===== src/rtl/alu_pkg.sv =====
// Shared ALU definitions: opcode encodings, arbiter FSM states and the data type.
package alu_pkg;

  typedef logic [7:0] data_t;

  localparam logic [3:0] OP_ADD = 4'b0001;
  localparam logic [3:0] OP_SUB = 4'b0011;
  localparam logic [3:0] OP_MUL = 4'b0101;
  localparam logic [3:0] OP_DIV = 4'b1001;
  localparam logic [3:0] OP_SHL = 4'b0111;
  localparam logic [3:0] OP_SHR = 4'b1101;
  localparam logic [3:0] OP_AND = 4'b1011;
  localparam logic [3:0] OP_OR  = 4'b0010;
  localparam logic [3:0] OP_EQ  = 4'b1111;

  typedef enum logic [1:0] {
    ST_IDLE = 2'd0,
    ST_EXEC = 2'd1,
    ST_RESP = 2'd2
  } state_t;

endpackage


===== src/rtl/rr_grant.sv =====
// Combinational round-robin picker: first valid bit at or above ptr, wrapping to 0.
module rr_grant #(
  parameter int N  = 2,
  parameter int IW = 1
) (
  input  logic [N-1:0]  valid,
  input  logic [IW-1:0] ptr,
  output logic [N-1:0]  grant,
  output logic [IW-1:0] idx,
  output logic          any
);

  always_comb begin
    grant = '0;
    idx   = '0;
    any   = 1'b0;
    // Upper segment [ptr, N-1] has priority; the second pass covers the wrap.
    for (int j = 0; j < N; j++) begin
      if (!any && valid[j] && (IW'(j) >= ptr)) begin
        any      = 1'b1;
        grant[j] = 1'b1;
        idx      = IW'(j);
      end
    end
    for (int j = 0; j < N; j++) begin
      if (!any && valid[j]) begin
        any      = 1'b1;
        grant[j] = 1'b1;
        idx      = IW'(j);
      end
    end
  end

endmodule


===== src/rtl/alu_req_arbiter.sv =====
// Round-robin front end sharing one external combinational ALU among NUM_REQ requesters.
// Optional macro DIV_ZERO_CHK_EN adds rsp_err and forces 8'hFF on divide-by-zero.
module alu_req_arbiter
  import alu_pkg::*;
#(
  parameter  int NUM_REQ = 2,
  localparam int ID_W    = $clog2(NUM_REQ)
) (
  input  logic                 clk,
  input  logic                 rst_n,
  input  logic [NUM_REQ-1:0]   req_valid,
  output logic [NUM_REQ-1:0]   req_ready,
  input  logic [4*NUM_REQ-1:0] req_sel,
  input  logic [8*NUM_REQ-1:0] req_a,
  input  logic [8*NUM_REQ-1:0] req_b,
  output logic [3:0]           alu_sel,
  output data_t                alu_a,
  output data_t                alu_b,
  input  data_t                alu_y,
  output logic                 rsp_valid,
  input  logic                 rsp_ready,
  output data_t                rsp_data,
  output logic [ID_W-1:0]      rsp_id,
  output logic                 busy
`ifdef DIV_ZERO_CHK_EN
  ,
  output logic                 rsp_err
`endif
);

  state_t              state, state_nxt;
  logic [ID_W-1:0]     rr_ptr;
  logic [NUM_REQ-1:0]  grant;
  logic [ID_W-1:0]     grant_idx;
  logic                grant_any;
  logic [3:0]          sel_g;
  data_t               a_g, b_g;

  rr_grant #(
    .N  (NUM_REQ),
    .IW (ID_W)
  ) u_rr_grant (
    .valid (req_valid),
    .ptr   (rr_ptr),
    .grant (grant),
    .idx   (grant_idx),
    .any   (grant_any)
  );

  always_comb begin
    sel_g = '0;
    a_g   = '0;
    b_g   = '0;
    for (int i = 0; i < NUM_REQ; i++) begin
      if (grant[i]) begin
        sel_g = req_sel[4*i +: 4];
        a_g   = req_a[8*i +: 8];
        b_g   = req_b[8*i +: 8];
      end
    end
  end

  always_comb begin
    state_nxt = state;
    req_ready = '0;
    unique case (state)
      ST_IDLE: begin
        if (grant_any) begin
          req_ready = grant;
          state_nxt = ST_EXEC;
        end
      end
      ST_EXEC: state_nxt = ST_RESP;
      ST_RESP: if (rsp_ready) state_nxt = ST_IDLE;
      default: state_nxt = ST_IDLE;
    endcase
  end

  assign busy = (state != ST_IDLE);

  always_ff @(posedge clk or negedge rst_n) begin
    if (!rst_n) state <= ST_IDLE;
    else        state <= state_nxt;
  end

  // Accept stage (IDLE), capture stage (EXEC), hold stage (RESP).
  always_ff @(posedge clk or negedge rst_n) begin
    if (!rst_n) begin
      rr_ptr    <= '0;
      alu_sel   <= '0;
      alu_a     <= '0;
      alu_b     <= '0;
      rsp_valid <= 1'b0;
      rsp_data  <= '0;
      rsp_id    <= '0;
`ifdef DIV_ZERO_CHK_EN
      rsp_err   <= 1'b0;
`endif
    end else begin
      unique case (state)
        ST_IDLE: begin
          if (grant_any) begin
            alu_sel <= sel_g;
            alu_a   <= a_g;
            alu_b   <= b_g;
            rsp_id  <= grant_idx;
          end
        end
        ST_EXEC: begin
          rsp_valid <= 1'b1;
`ifdef DIV_ZERO_CHK_EN
          if ((alu_sel == OP_DIV) && (alu_b == '0)) begin
            rsp_data <= 8'hFF;
            rsp_err  <= 1'b1;
          end else begin
            rsp_data <= alu_y;
            rsp_err  <= 1'b0;
          end
`else
          rsp_data  <= alu_y;
`endif
        end
        ST_RESP: begin
          if (rsp_ready) begin
            rsp_valid <= 1'b0;
            rr_ptr    <= (rsp_id == ID_W'(NUM_REQ - 1)) ? '0 : rsp_id + 1'b1;
          end
        end
        default: ;
      endcase
    end
  end

endmodule


===== config.mk =====
export PLATFORM = sky130hd
export DESIGN_NAME = alu_req_arbiter
export DESIGN_NICKNAME = d
export VERILOG_FILES = /design/src/rtl/alu_pkg.sv /design/src/rtl/rr_grant.sv /design/src/rtl/alu_req_arbiter.sv
export SDC_FILE = /design/constraint.sdc
export NUM_CORES = 1
export LEC_CHECK = 0
export ABC_CLOCK_PERIOD_IN_PS = 1800
export CORE_MARGIN = 1.5
export CORE_UTILIZATION = 30
export DETAILED_ROUTE_END_ITERATION = 7
export PLACE_DENSITY = 0.63
export SKIP_CTS_REPAIR_TIMING = 1
export SLEW_MARGIN = 20
export SYNTH_ARGS = -nofsm -noshare
export SYNTH_HDL_FRONTEND = slang
export SYNTH_SLANG_ARGS = --single-unit

===== constraint.sdc =====
create_clock -name clk -period 1.8 [get_ports clk]
set_clock_uncertainty 0.2 [all_clocks]
set_input_delay 0.27 -clock clk [delete_from_list [all_inputs] [get_ports clk]]
set_output_delay 0.27 -clock clk [all_outputs]
set_load 0.01 [all_outputs]

### Word-level counts from Yosys, hierarchy flattened

Index checks and enable logic that the tools add are counted.

| operators by class | value |
|---|---|
| order comparisons | 2 |
| reductions and logical operators | 15 |
| $add $sub $neg | 1 |
| muxes and demuxes | 23 |
| equality and inequality tests | 4 |

Operators by type and width:

| kind | count |
|---|---|
| two-way mux 8 bit | 4 |
| two-way mux 1 bit | 11 |
| two-way mux 2 bit | 4 |
| two-way mux 4 bit | 2 |
| AND reduction 2 bit | 4 |
| one-hot mux 2 bit (3 select lines) | 1 |
| logical AND 1 bit | 5 |
| inequality test 2 bit (second input constant) | 2 |
| nonzero test 2 bit | 2 |
| zero test 1 bit | 3 |
| equality test 2 x 1 -> 1 bit (second input constant) | 1 |
| equality test 2 bit (second input constant) | 1 |
| >= comparator 1 bit (first input constant) | 2 |
| zero test 2 bit | 1 |
| one-hot mux 1 bit (2 select lines) | 1 |
| adder 1 bit (second input constant) | 1 |

| storage, ports and cells | value |
|---|---|
| bits of input ports | 53 |
| word-level logic and storage cells | 53 |
| register bits | 33 |

### Depth between registers and ports, before layout

Gate-level depths: netlist (run 1).

| depth | value |
|---|---|
| word-level depth | 15 |
| depth in mapped cells | 5 |
| mapped depth without buffers | 4 |

### Hierarchy

A second synthesis (run 1) with hierarchy kept.

| second synthesis, totals | value |
|---|---|
| cells, all modules | 133 |
| area, all modules | 1529.0 um^2 |

Modules (own cells, without submodules):

| module | cells each | area each (um^2) | instances |
|---|---|---|---|
| alu_req_arbiter | 128 | 1496.4 | 1 |
| rr_grant | 5 | 32.5 | 1 |

### Worst setup path after synthesis (run 1)

Ideal clock, no wire load.

| timing | value |
|---|---|
| path type | reg-to-output |
| from | reg state[0] |
| to | out req_ready[0] |
| cell stages (with the launch flop) | 4 |
| slack | 384 ps |
| arrival | 946 ps |
| required time | 1330 ps |
| cell sequence | dfrtp_1 > nor2_2 > buf_2 > and2_1 |

| on the way | value |
|---|---|
| longest elaborated chain between the ends | 2 |

Ends and longest elaborated chain:

| what | line | source |
|---|---|---|
| start: declaration | alu_req_arbiter.sv:31 | `state_t state, state_nxt;` |
| start signal: assignment | alu_req_arbiter.sv:83 | `else state <= state_nxt;` |
| zero test 2 bit | alu_req_arbiter.sv:66 | `unique case (state)` |
| two-way mux 2 bit | alu_req_arbiter.sv:66 |  |
| end: declaration | alu_req_arbiter.sv:12 | `output logic [NUM_REQ-1:0] req_ready,` |

Every way passes these cells.

### Final worst setup path (run 1)

| timing | value |
|---|---|
| from | in req_valid[1] |
| to | reg alu_b[7] |

| on the way | value |
|---|---|
| longest elaborated chain between the ends | 10 |
| elaborated cells between the ends (all ways) | 15 |
| classes of those cells | mux (8); reduce/logical (7) |

Ends and longest elaborated chain:

| what | line | source |
|---|---|---|
| start: declaration | alu_req_arbiter.sv:11 | `input logic [NUM_REQ-1:0] req_valid,` |
| logical AND 1 bit (2 in a row) | rr_grant.sv:19 | `if (!any && valid[j] && (IW'(j) >= ptr)) begin` |
| two-way mux 1 bit | rr_grant.sv:19 |  |
| zero test 1 bit | rr_grant.sv:26 | `if (!any && valid[j]) begin` |
| logical AND 1 bit | rr_grant.sv:26 |  |
| two-way mux 1 bit | rr_grant.sv:26 |  |
| zero test 1 bit | rr_grant.sv:26 |  |
| logical AND 1 bit | rr_grant.sv:26 |  |
| two-way mux 1 bit | rr_grant.sv:26 |  |
| two-way mux 8 bit or AND reduction 2 bit (tied branches) | -- |  |
| end signal: assignment | alu_req_arbiter.sv:105 | `alu_b <= b_g;` |
| end: declaration | alu_req_arbiter.sv:18 | `output data_t alu_b,` |

Several ways; a longest one is shown, not always the timed one.
A chain may end at the register's enable or synchronous reset.

==> summary.md, run 1 <==
| Metric | Value |
|---|---|
| DP Worst Slack | `-349 ps` |
| Clk Latency, worst-skew pair | `280 ps` |
| Min cycle time layout | `1770 ps` |
| Status | `finished, final reports clean` |
| Synth Area in Adders | `0%` |
| Fmax achieved | `565 MHz` |
| Post-route setup slack | `31.0 ps` |
| Reg clk slew, reported paths | `70 ps` |
| Global-route wire length before repair | `6570 um` |
| First drt pass iteration count | `4` |
| Fin. Hold Viols | `0` |
| Mux cell area share after synthesis | `6.06%` |
| VDD IR max | `759 uV` |
| Netlist Area Pre-Place | `0.00149 sq mm` |
| Simple-gate share of the synthesized area | `4.71%` |
| CP Class | `in -> reg` |
| Total power | `4100 uW` |
| Residual DRC | `0` |
| RD Place Congestion | `0.750` |
| Post-layout util | `55.0%` |
| Initial DRC Count | `47` |
| Crit. End Element | `register` |
| Sequential area share after synthesis | `55.6%` |
| Total CTS buffers | `5` |
| Post-synth EDFFs | `0` |
| CTS root buf | `clkbuf_8` |
| Clock buffer depth | `2` |
| HP Class | `in -> async` |
| CP Launch Point | `req_valid[1]` |
| Reg2Reg Launch Point | `state[1]` |
| Core area | `0.00475 sq mm` |
| Yosys reg bits | `33` |
| WL final | `4420 um` |
| Design Area, Final | `0.00262 sq mm` |
| Post-Syn Instances | `134` |
| # clock sinks | `33` |
| WP data arrival | `1720 ps` |
| Leak Pwr | `0.00107 uW` |
| DIE HEIGHT | `73.4 um` |
| CP Launch Type | `input port` |
| # fillers | `444` |
| Final setup vio count | `0` |
| Synth Area in Compound Gates | `27.5%` |
| Combinational family with the most area after synthesis | `compound AO/OA/AOI/OAI gates` |
| DP Area | `0.00248 sq mm` |
| Post-synthesis xor/xnor area fraction | `0%` |
| Ports | `86` |
| Initial Util | `31.3%` |
| Total Nets Final | `285` |
| FFs w/ async S/R, synth | `100%` |
| Detailed-route wire length per cell | `14.7 um` |
| Syn Nets | `187` |
| Initial antenna violation count | `0` |
| Post-detailed-route count of antenna-violating nets | `0` |
| Post-DP HPWL | `3100 um` |
| GRT Total Usage | `16.2%` |
| Final period util | `98.3%` |
| Vias in the first global route | `1353` |
| Die ar. | `0.00539 sq mm` |
| DR vias | `1426` |
| Worst Path Required | `1760 ps` |
| Pwr/cell area | `1570 mW/mm^2` |
| Worst-Margin Slew | `421 ps` |
| Post-Syn Area per Cell | `11.1 sq um` |
| Grt total ovfl | `0` |
| I/O Buffers | `85` |
| Slew Viols, Final | `0` |
| Distinct cells, synth | `21` |
| YS warnings | `0` |
| Die X | `73.4 um` |
| Pin count of the biggest net entering global routing | `34` |
| FP Rows | `25` |
| Max-cap violations | `0` |
| DR vias/cell | `4.75` |
| Layout cells sized above 1 | `15.9%` |
| RSZ-0062 raised after global routing | `true` |
| CTS tree | `built` |
| N_diodes | `0` |
| Post-synth top flop | `dfrtp_1` |
| H-tree depth | `2` |
| Setup TNS | `0 ps` |
| Worst-path fanout max | `20` |
| Syn-to-layout area delta | `75.9%` |
| Relative slew slack | `71.9%` |
## registers in the layout, summed over array words and instances (netlist names)
signal     cells
alu_a          8
alu_b          8
alu_sel        4
rr_ptr         1
rsp_data       8
rsp_id         1
rsp_valid      1
state          2
## metrics by stage
stage               hold WS [ps]  cells
global placement             268    290
finish                       185    300
CTS                          193    298
global route                 223    300
detailed placement           274    290
floorplan                   -226    134
## metal layers
| layer | wire (um) | vias up | track usage, % |
|---|---|---|---|
| li1 | - | 706 | - |
| met1 | 2120 | 664 | 23.0 |
| met2 | 1920 | 51 | 23.0 |
| met3 | 333 | 5 | 5.62 |
| met4 | 50 | 0 | 5.56 |
| met5 | 0 | - | 0 |
## cells in the final DEF, fill, tap and decap left out
master and instances:
a21oi_2 4, clkinv_2 2, buf_4 18, nand2b_1 1
nand2_1 2, clkdlybuf4s50_1 82, nand3b_1 1, a21oi_1 38
nor2_4 1, mux2_1 8, clkbuf_2 1, a32oi_1 20
or2_1 2, clkbuf_8 5, clkinvlp_4 1, dfrtp_1 33
nand2_2 1, nor2b_1 1, buf_12 1, and2_1 1
a21boi_2 1, nor3b_1 1, and3_4 1, inv_1 2
dlymetal6s2s_1 2, inv_6 1, o21ai_0 1, a21o_1 1
## critical path, stage by stage
cell	delay [ps]
clkdlybuf4s50_1	460
buf_4	160
buf_4	150
or2_1	270
buf_12	180
a21oi_1	170
a21oi_1	70
## cell type report
type	count	area (sq um)	share of cell area (%)
well taps	67	83.8	3.21
clock inverters	3	17.5	0.670
clock buffers	5	68.8	2.63
multi-input cells	85	597	22.8
flip-flops and latches	33	826	31.6
inverters	3	16.3	0.622
repair buffers	104	1010	38.5
## Yosys cell counts (2+ instances only)
| cell type | instances | area (sq um) |
|---|---|---|
| a21oi_1 | 42 | 210 |
| a32oi_1 | 20 | 175 |
| buf_2 | 10 | 50.1 |
| buf_6 | 2 | 22.5 |
| dfrtp_1 | 33 | 826 |
| inv_1 | 2 | 7.51 |
| mux2_1 | 8 | 90.1 |
| nand2_1 | 3 | 11.3 |
| or2_1 | 2 | 12.5 |
## power by group
group          internal (uW)  total (uW)  switching [uW]
Combinational           1240        2220             982
Clock                    266         535             269
Sequential              1130        1350             217
Total                   2630        4100            1470
## kinds of logic (layout without fill, tap and decap cells)
kind of cell	after synthesis	after routing
AO/OA/AOI/OAI	65	65
AND/OR/NAND/NOR	12	12
flip-flops	33	33
multiplexers	8	8
buffers and inverters	16	115
## final timing paths
kind / end / slack, ps / cells after the start
max: alu_b[7] / 30 / 7
min: rsp_data[1] / 190 / 2
max reg2reg: rsp_id / 230 / 6
min reg2reg: rsp_data[6] / 280 / 1
max in group asynchronous: alu_a[5] / 910 / 2
min in group clk: rsp_data[6] / 280 / 1
Power figures use the tool's default switching activity.
==> run 2: changes to the inputs <==
--- a/config.mk
+++ b/config.mk
@@ -9,6 +9,7 @@
 export CORE_MARGIN = 1.5
 export CORE_UTILIZATION = 30
 export DETAILED_ROUTE_END_ITERATION = 7
+export GPL_TIMING_DRIVEN = 0
 export PLACE_DENSITY = 0.63
 export SKIP_CTS_REPAIR_TIMING = 1
 export SLEW_MARGIN = 20
==> run 2 against run 1 <==
Critical path depth decreased by 3. Sequential share of layout area decreased by 0.058 points. Design area increased by 0.33%. Setup slack improved by 6.5 ps. Non-clock buffer count increased by 2. Fmax increased by 0.37%. Clock power increased by 16%. Die area unchanged. Critical path type is now reg -> out. Largest cell class unchanged. Highest routed layer unchanged.
==> summary.md, run 2 (synthesis results as in run 1) <==
| Metric | Value |
|---|---|
| Post-DP HPWL | `3240 um` |
| Worst-Margin Slew | `235 ps` |
| Pwr/cell area | `1590 mW/mm^2` |
| Pin count of the biggest net entering global routing | `30` |
| Initial Util | `31.3%` |
| Clk Latency, worst-skew pair | `280 ps` |
| Ports | `86` |
| FP Rows | `25` |
| Final setup vio count | `0` |
| Final period util | `97.9%` |
| Initial DRC Count | `49` |
| CP Launch Type | `register` |
| WHS | `133 ps` |
| DR vias/cell | `4.92` |
| CTS root buf | `clkbuf_8` |
| Wire length on met1 | `2110 um` |
| Syn-to-layout area delta | `76.5%` |
| H-tree depth | `2` |
| Met2 wire length | `2070 um` |
| Layout cells sized above 1 | `15.3%` |
| # fillers | `439` |
| Residual DRC | `0` |
| Worst-path fanout max | `5` |
| CP Class | `reg -> out` |
| VDD IR max | `644 uV` |
| Clk pwr share | `14.9%` |
| Total CTS buffers | `5` |
| Combinational Power Share | `52.5%` |
| N_diodes | `0` |
| Clock buffer depth | `2` |
| Largest regs | `alu_a: 8 flops, alu_b: 8 flops, rsp_data: 8 flops` |
| Worst Path Required | `1330 ps` |
| Detailed-route wire length per cell | `15.2 um` |
| Status | `finished, final reports clean` |
| Fmax achieved | `567 MHz` |
| I/O Buffers | `85` |
| DIE HEIGHT | `73.4 um` |
| RSZ-0062 raised after global routing | `true` |
| Min cycle time layout | `1760 ps` |
| Layout Cells excl Fill | `302` |
| Met3 WL | `331 um` |
| Most common cell after layout, fill and taps aside | `clkdlybuf4s50_1` |
| Net switching power | `1460 uW` |
| Post-detailed-route count of antenna-violating nets | `0` |
| Fin. Hold Viols | `0` |
| DR vias | `1486` |
| Cell internal pwr | `2700 uW` |
| Leak Pwr | `0.00109 uW` |
| Relative slew slack | `84.3%` |
| Total power | `4160 uW` |
| Reg clk slew, reported paths | `70 ps` |
| Crit. End Element | `primary output` |
| WP data arrival | `1290 ps` |
| RD Place Congestion | `0.739` |
| Total Nets Final | `287` |
| Sequential Power Share | `32.6%` |
| Switching share of power | `35.1%` |
| Max-cap violations | `0` |
| WL final | `4590 um` |
| Grt total ovfl | `0` |
| CTS tree | `built` |
| Slew Viols, Final | `0` |
| Most frequent cells in the layout | `clkdlybuf4s50_1 (79), a21oi_1 (42), dfrtp_1 (32)` |
| Dpl cells | `287` |
| Setup TNS | `0 ps` |
| Die X | `73.4 um` |
| Vias in the first global route | `1436` |
| HP Class | `in -> async` |
| # clock sinks | `33` |
| Initial antenna violation count | `0` |
| Core area | `0.00475 sq mm` |
| GRT Total Usage | `17.3%` |
| Global-route wire length before repair | `6980 um` |
| Die ar. | `0.00539 sq mm` |
| First drt pass iteration count | `4` |
| DR top layer | `met4` |
-- run 2: changes by cell type in the layout (fill, tap and decap cells not counted), sizes merged --
cell	before	now
dlymetal6s2s	2	3
clkbuf	6	7
dlygate4sd3	0	1
clkdlybuf4s50	82	79
buf	19	23
clkinvlp	1	0
clkinv	2	1
-- run 2: metrics by stage --
step | worst slack [ps] | utilization, % | cell area, sq um
3_3_place_gp | -579 | 50.9 | 2420
2_1_floorplan | 384 | - | 1490
6_report | 37.5 | 55.2 | 2620
3_5_place_dp | -584 | 51.2 | 2440
5_1_grt | -12.5 | 55.2 | 2620
4_1_cts | -591 | 53.4 | 2540
-- run 2: worst paths after layout --
path                        startpoint      endpoint  slack [ps]  cells after the start
setup / recovery              state[1]  req_ready[1]          40                      4
hold / removal                   rst_n   rsp_data[1]         130                      2
setup reg to reg                rr_ptr      alu_a[0]         320                      5
hold reg to reg            rsp_data[1]   rsp_data[1]         290                      1
max in group asynchronous        rst_n      state[1]         890                      3
min in group clk           rsp_data[1]   rsp_data[1]         290                      1
-- run 2: power groups by stage --
stage                     Combinational, uW  Sequential [uW]  Clock (uW)
final                                  2190             1360         619
after global placement                 2050             1350           0
after floorplan                         797             1510           0
after detailed placement               2080             1360           0
after global routing                   2370             1420         659
after CTS                              2090             1350         635
-- run 2: final cells by class --
cell class	count	area, sq um	share of cell area, %
buffer	13	92.6	3.53
clock buffer	7	96.3	3.67
clock inverter	1	5.00	0.191
inverter	3	11.3	0.429
multi-input combinational	85	587	22.4
sequential	33	827	31.5
tap	67	83.8	3.20
timing repair buffer	93	921	35.1
-- run 2: per-layer routing --
| layer | vias up | track usage (%) |
|---|---|---|
| li1 | 709 | - |
| met1 | 706 | 22.6 |
| met2 | 64 | 27.8 |
| met3 | 7 | 4.12 |
| met4 | 0 | 6.79 |
| met5 | - | 0 |
-- run 2: critical path: stages, from the launching register on --
cell and delay (ps):
dfrtp_2 430, nor2_4 160, buf_4 130, and3_4 170, buf_4 120
==> run 3: changes to the inputs <==
==> constraint.sdc (replaced) <==
create_clock -name clk -period 1.8 [get_ports clk]
set_clock_uncertainty 0.2 [all_clocks]
set_input_delay 0.54 -clock clk [delete_from_list [all_inputs] [get_ports clk]]
set_output_delay 0.54 -clock clk [all_outputs]
set_load 0.01 [all_outputs]
==> run 3 against run 2 <==
The run now ends with negative setup slack left. Sequential share of layout area is 1.5 points lower. Largest cell class unchanged. Count of clock-buffer cells in the layout stayed put. Combinational power is 2% higher. Fmax is 13% lower. Critical endpoint unchanged. Sequential power hardly changed. Highest routed layer unchanged. Core utilization is 2.8 points higher. Design area is 5.2% higher. Flip-flop and latch count stayed put. Critical path depth stayed put. Global-route usage is 0.11 points lower.
==> summary.md, run 3 (synthesis results as in run 1) <==
| Metric | Value |
|---|---|
| Status | `finished, violations left` |
| Violated checks | `negative setup slack` |
| Total CTS buffers | `5` |
| Pwr/cell area | `1520 mW/mm^2` |
| Max-cap violations | `0` |
| Pin count of the biggest net entering global routing | `22` |
| Fmax achieved | `492 MHz` |
| Leak Pwr | `0.00137 uW` |
| Global-route wire length before repair | `7020 um` |
| DR vias | `1501` |
| N_diodes | `0` |
| Layout Cells excl Fill | `309` |
| Reg clk slew, reported paths | `70 ps` |
| Final setup vio count | `3` |
| Detailed-route wire length per cell | `15.6 um` |
| Largest regs | `alu_a: 8 flops, alu_b: 8 flops, rsp_data: 8 flops` |
| Min cycle time layout | `2030 ps` |
| CTS root buf | `clkbuf_8` |
| Post-route setup slack | `-235 ps` |
| Hold path depth | `1` |
| Fin. Hold Viols | `0` |
| WL final | `4830 um` |
| Final period util | `113%` |
| Cell internal pwr | `2710 uW` |
| Hold Path Sink | `rsp_data[1]` |
| Initial DRC Count | `64` |
| RD Place Congestion | `0.772` |
| Worst-path fanout max | `4` |
| Reg2Reg Launch Point | `state[1]` |
| Post-detailed-route count of antenna-violating nets | `0` |
| Worst hold start | `rsp_data[1]` |
| Residual DRC | `0` |
| WP data arrival | `1290 ps` |
| Reg2Reg Depth | `4` |
| First drt pass iteration count | `3` |
| DIE HEIGHT | `73.4 um` |
| FP Rows | `25` |
| Clk pwr share | `14.8%` |
| Net switching power | `1480 uW` |
| Vias in the first global route | `1495` |
| GRT Total Usage | `17.2%` |
| # fillers | `443` |
| Clock buffer depth | `2` |
| Clk Latency, worst-skew pair | `290 ps` |
| VDD IR max | `831 uV` |
| H-tree depth | `2` |
| Grt total ovfl | `0` |
| Layout cells sized above 1 | `19.4%` |
| Initial antenna violation count | `0` |
| Combinational Power Share | `53.4%` |
| Initial Util | `31.3%` |
| CP Class | `reg -> out` |
| R2R Setup Slk | `250 ps` |
| CP Launch Type | `register` |
| Syn-to-layout area delta | `85.6%` |
| Die ar. | `0.00539 sq mm` |
| Most frequent cells in the layout | `clkdlybuf4s50_1 (49), a21oi_1 (42), dfrtp_1 (31), dlymetal6s2s_1 (31), a32oi_1 (20)` |
| I/O Buffers | `85` |
| Die X | `73.4 um` |
| DR vias/cell | `4.86` |
| Sequential Power Share | `31.8%` |
| Reg-to-reg endpoint | `rsp_data[6]` |
| Slew Viols, Final | `0` |
| HP Class | `reg -> reg` |
| WHS | `278 ps` |
| # clock sinks | `33` |
| Total Nets Final | `294` |
| Worst-Margin Slew | `360 ps` |
| Core area | `0.00475 sq mm` |
| CTS tree | `built` |
| Relative slew slack | `76.0%` |
| Ports | `86` |
| Worst Path Required | `1060 ps` |
| Dpl cells | `287` |
| Post-DP HPWL | `3330 um` |
| RSZ-0062 raised after global routing | `true` |
| Most common cell after layout, fill and taps aside | `clkdlybuf4s50_1` |
| Crit. End Element | `primary output` |
| Switching share of power | `35.3%` |
## run 3: cell count changes in the layout (fill, tap and decap cells not counted), sizes merged
cell / change
dlymetal6s2s: +28
buf: +8
clkbuf: +1
clkdlybuf4s50: -30
## run 3: power by group through the flow
stage / clock network (uW) / registers [uW] / logic [uW]
finish: 619 / 1330 / 2230
global route: 665 / 1380 / 2440
CTS: 638 / 1340 / 2100
detailed placement: 0 / 1350 / 2090
global placement: 0 / 1350 / 2060
floorplan: 0 / 1510 / 799
## run 3: worst max-delay path by stage
stage	slack, ps	to	depth (start not counted)	start
after floorplan	30	req_ready[0]	3	req_valid[0]
after global placement	-1080	req_ready[0]	5	req_valid[1]
final	-230	req_ready[1]	4	state[1]
after CTS	-1090	req_ready[0]	5	req_valid[0]
after detailed placement	-1090	req_ready[0]	5	req_valid[0]
after global routing	-270	req_ready[1]	4	state[1]
## run 3: per-layer routing
metal	wire length [um]	global-route usage, %	vias up
li1	-	-	720
met1	2100	20.8	720
met2	2300	28.7	55
met3	378	5.76	6
met4	51	5.76	0
met5	0	0	-
## run 3: cell type report
cell class | instances | area [sq um] | area share (%)
timing repair buffer | 100 | 1050 | 38.2
sequential | 33 | 828 | 30.0
multi-input combinational | 85 | 587 | 21.3
clock buffer | 7 | 96.3 | 3.49
buffer | 13 | 92.6 | 3.36
tap | 67 | 83.8 | 3.04
inverter | 3 | 11.3 | 0.408
clock inverter | 1 | 5.00 | 0.181
## run 3: critical path: stages (launching register included)
cell and delay [ps]:
dfrtp_2 430, nor2_4 170, buf_6 120, and3_4 180
buf_6 100
## run 3: stage by stage
| stage | setup slack, ps | power [uW] | utilization [%] | cell area (sq um) | setup TNS, ps |
|---|---|---|---|---|---|
| detailed placement | -1090 | 3440 | 51.4 | 2450 | -7630 |
| floorplan | 31.8 | 2310 | - | 1490 | 0 |
| finish | -235 | 4190 | 58.0 | 2760 | -574 |
| global route | -271 | 4490 | 58.0 | 2760 | -692 |
| global placement | -1080 | 3400 | 51.0 | 2420 | -31850 |
| CTS | -1090 | 4080 | 53.6 | 2550 | -6390 |
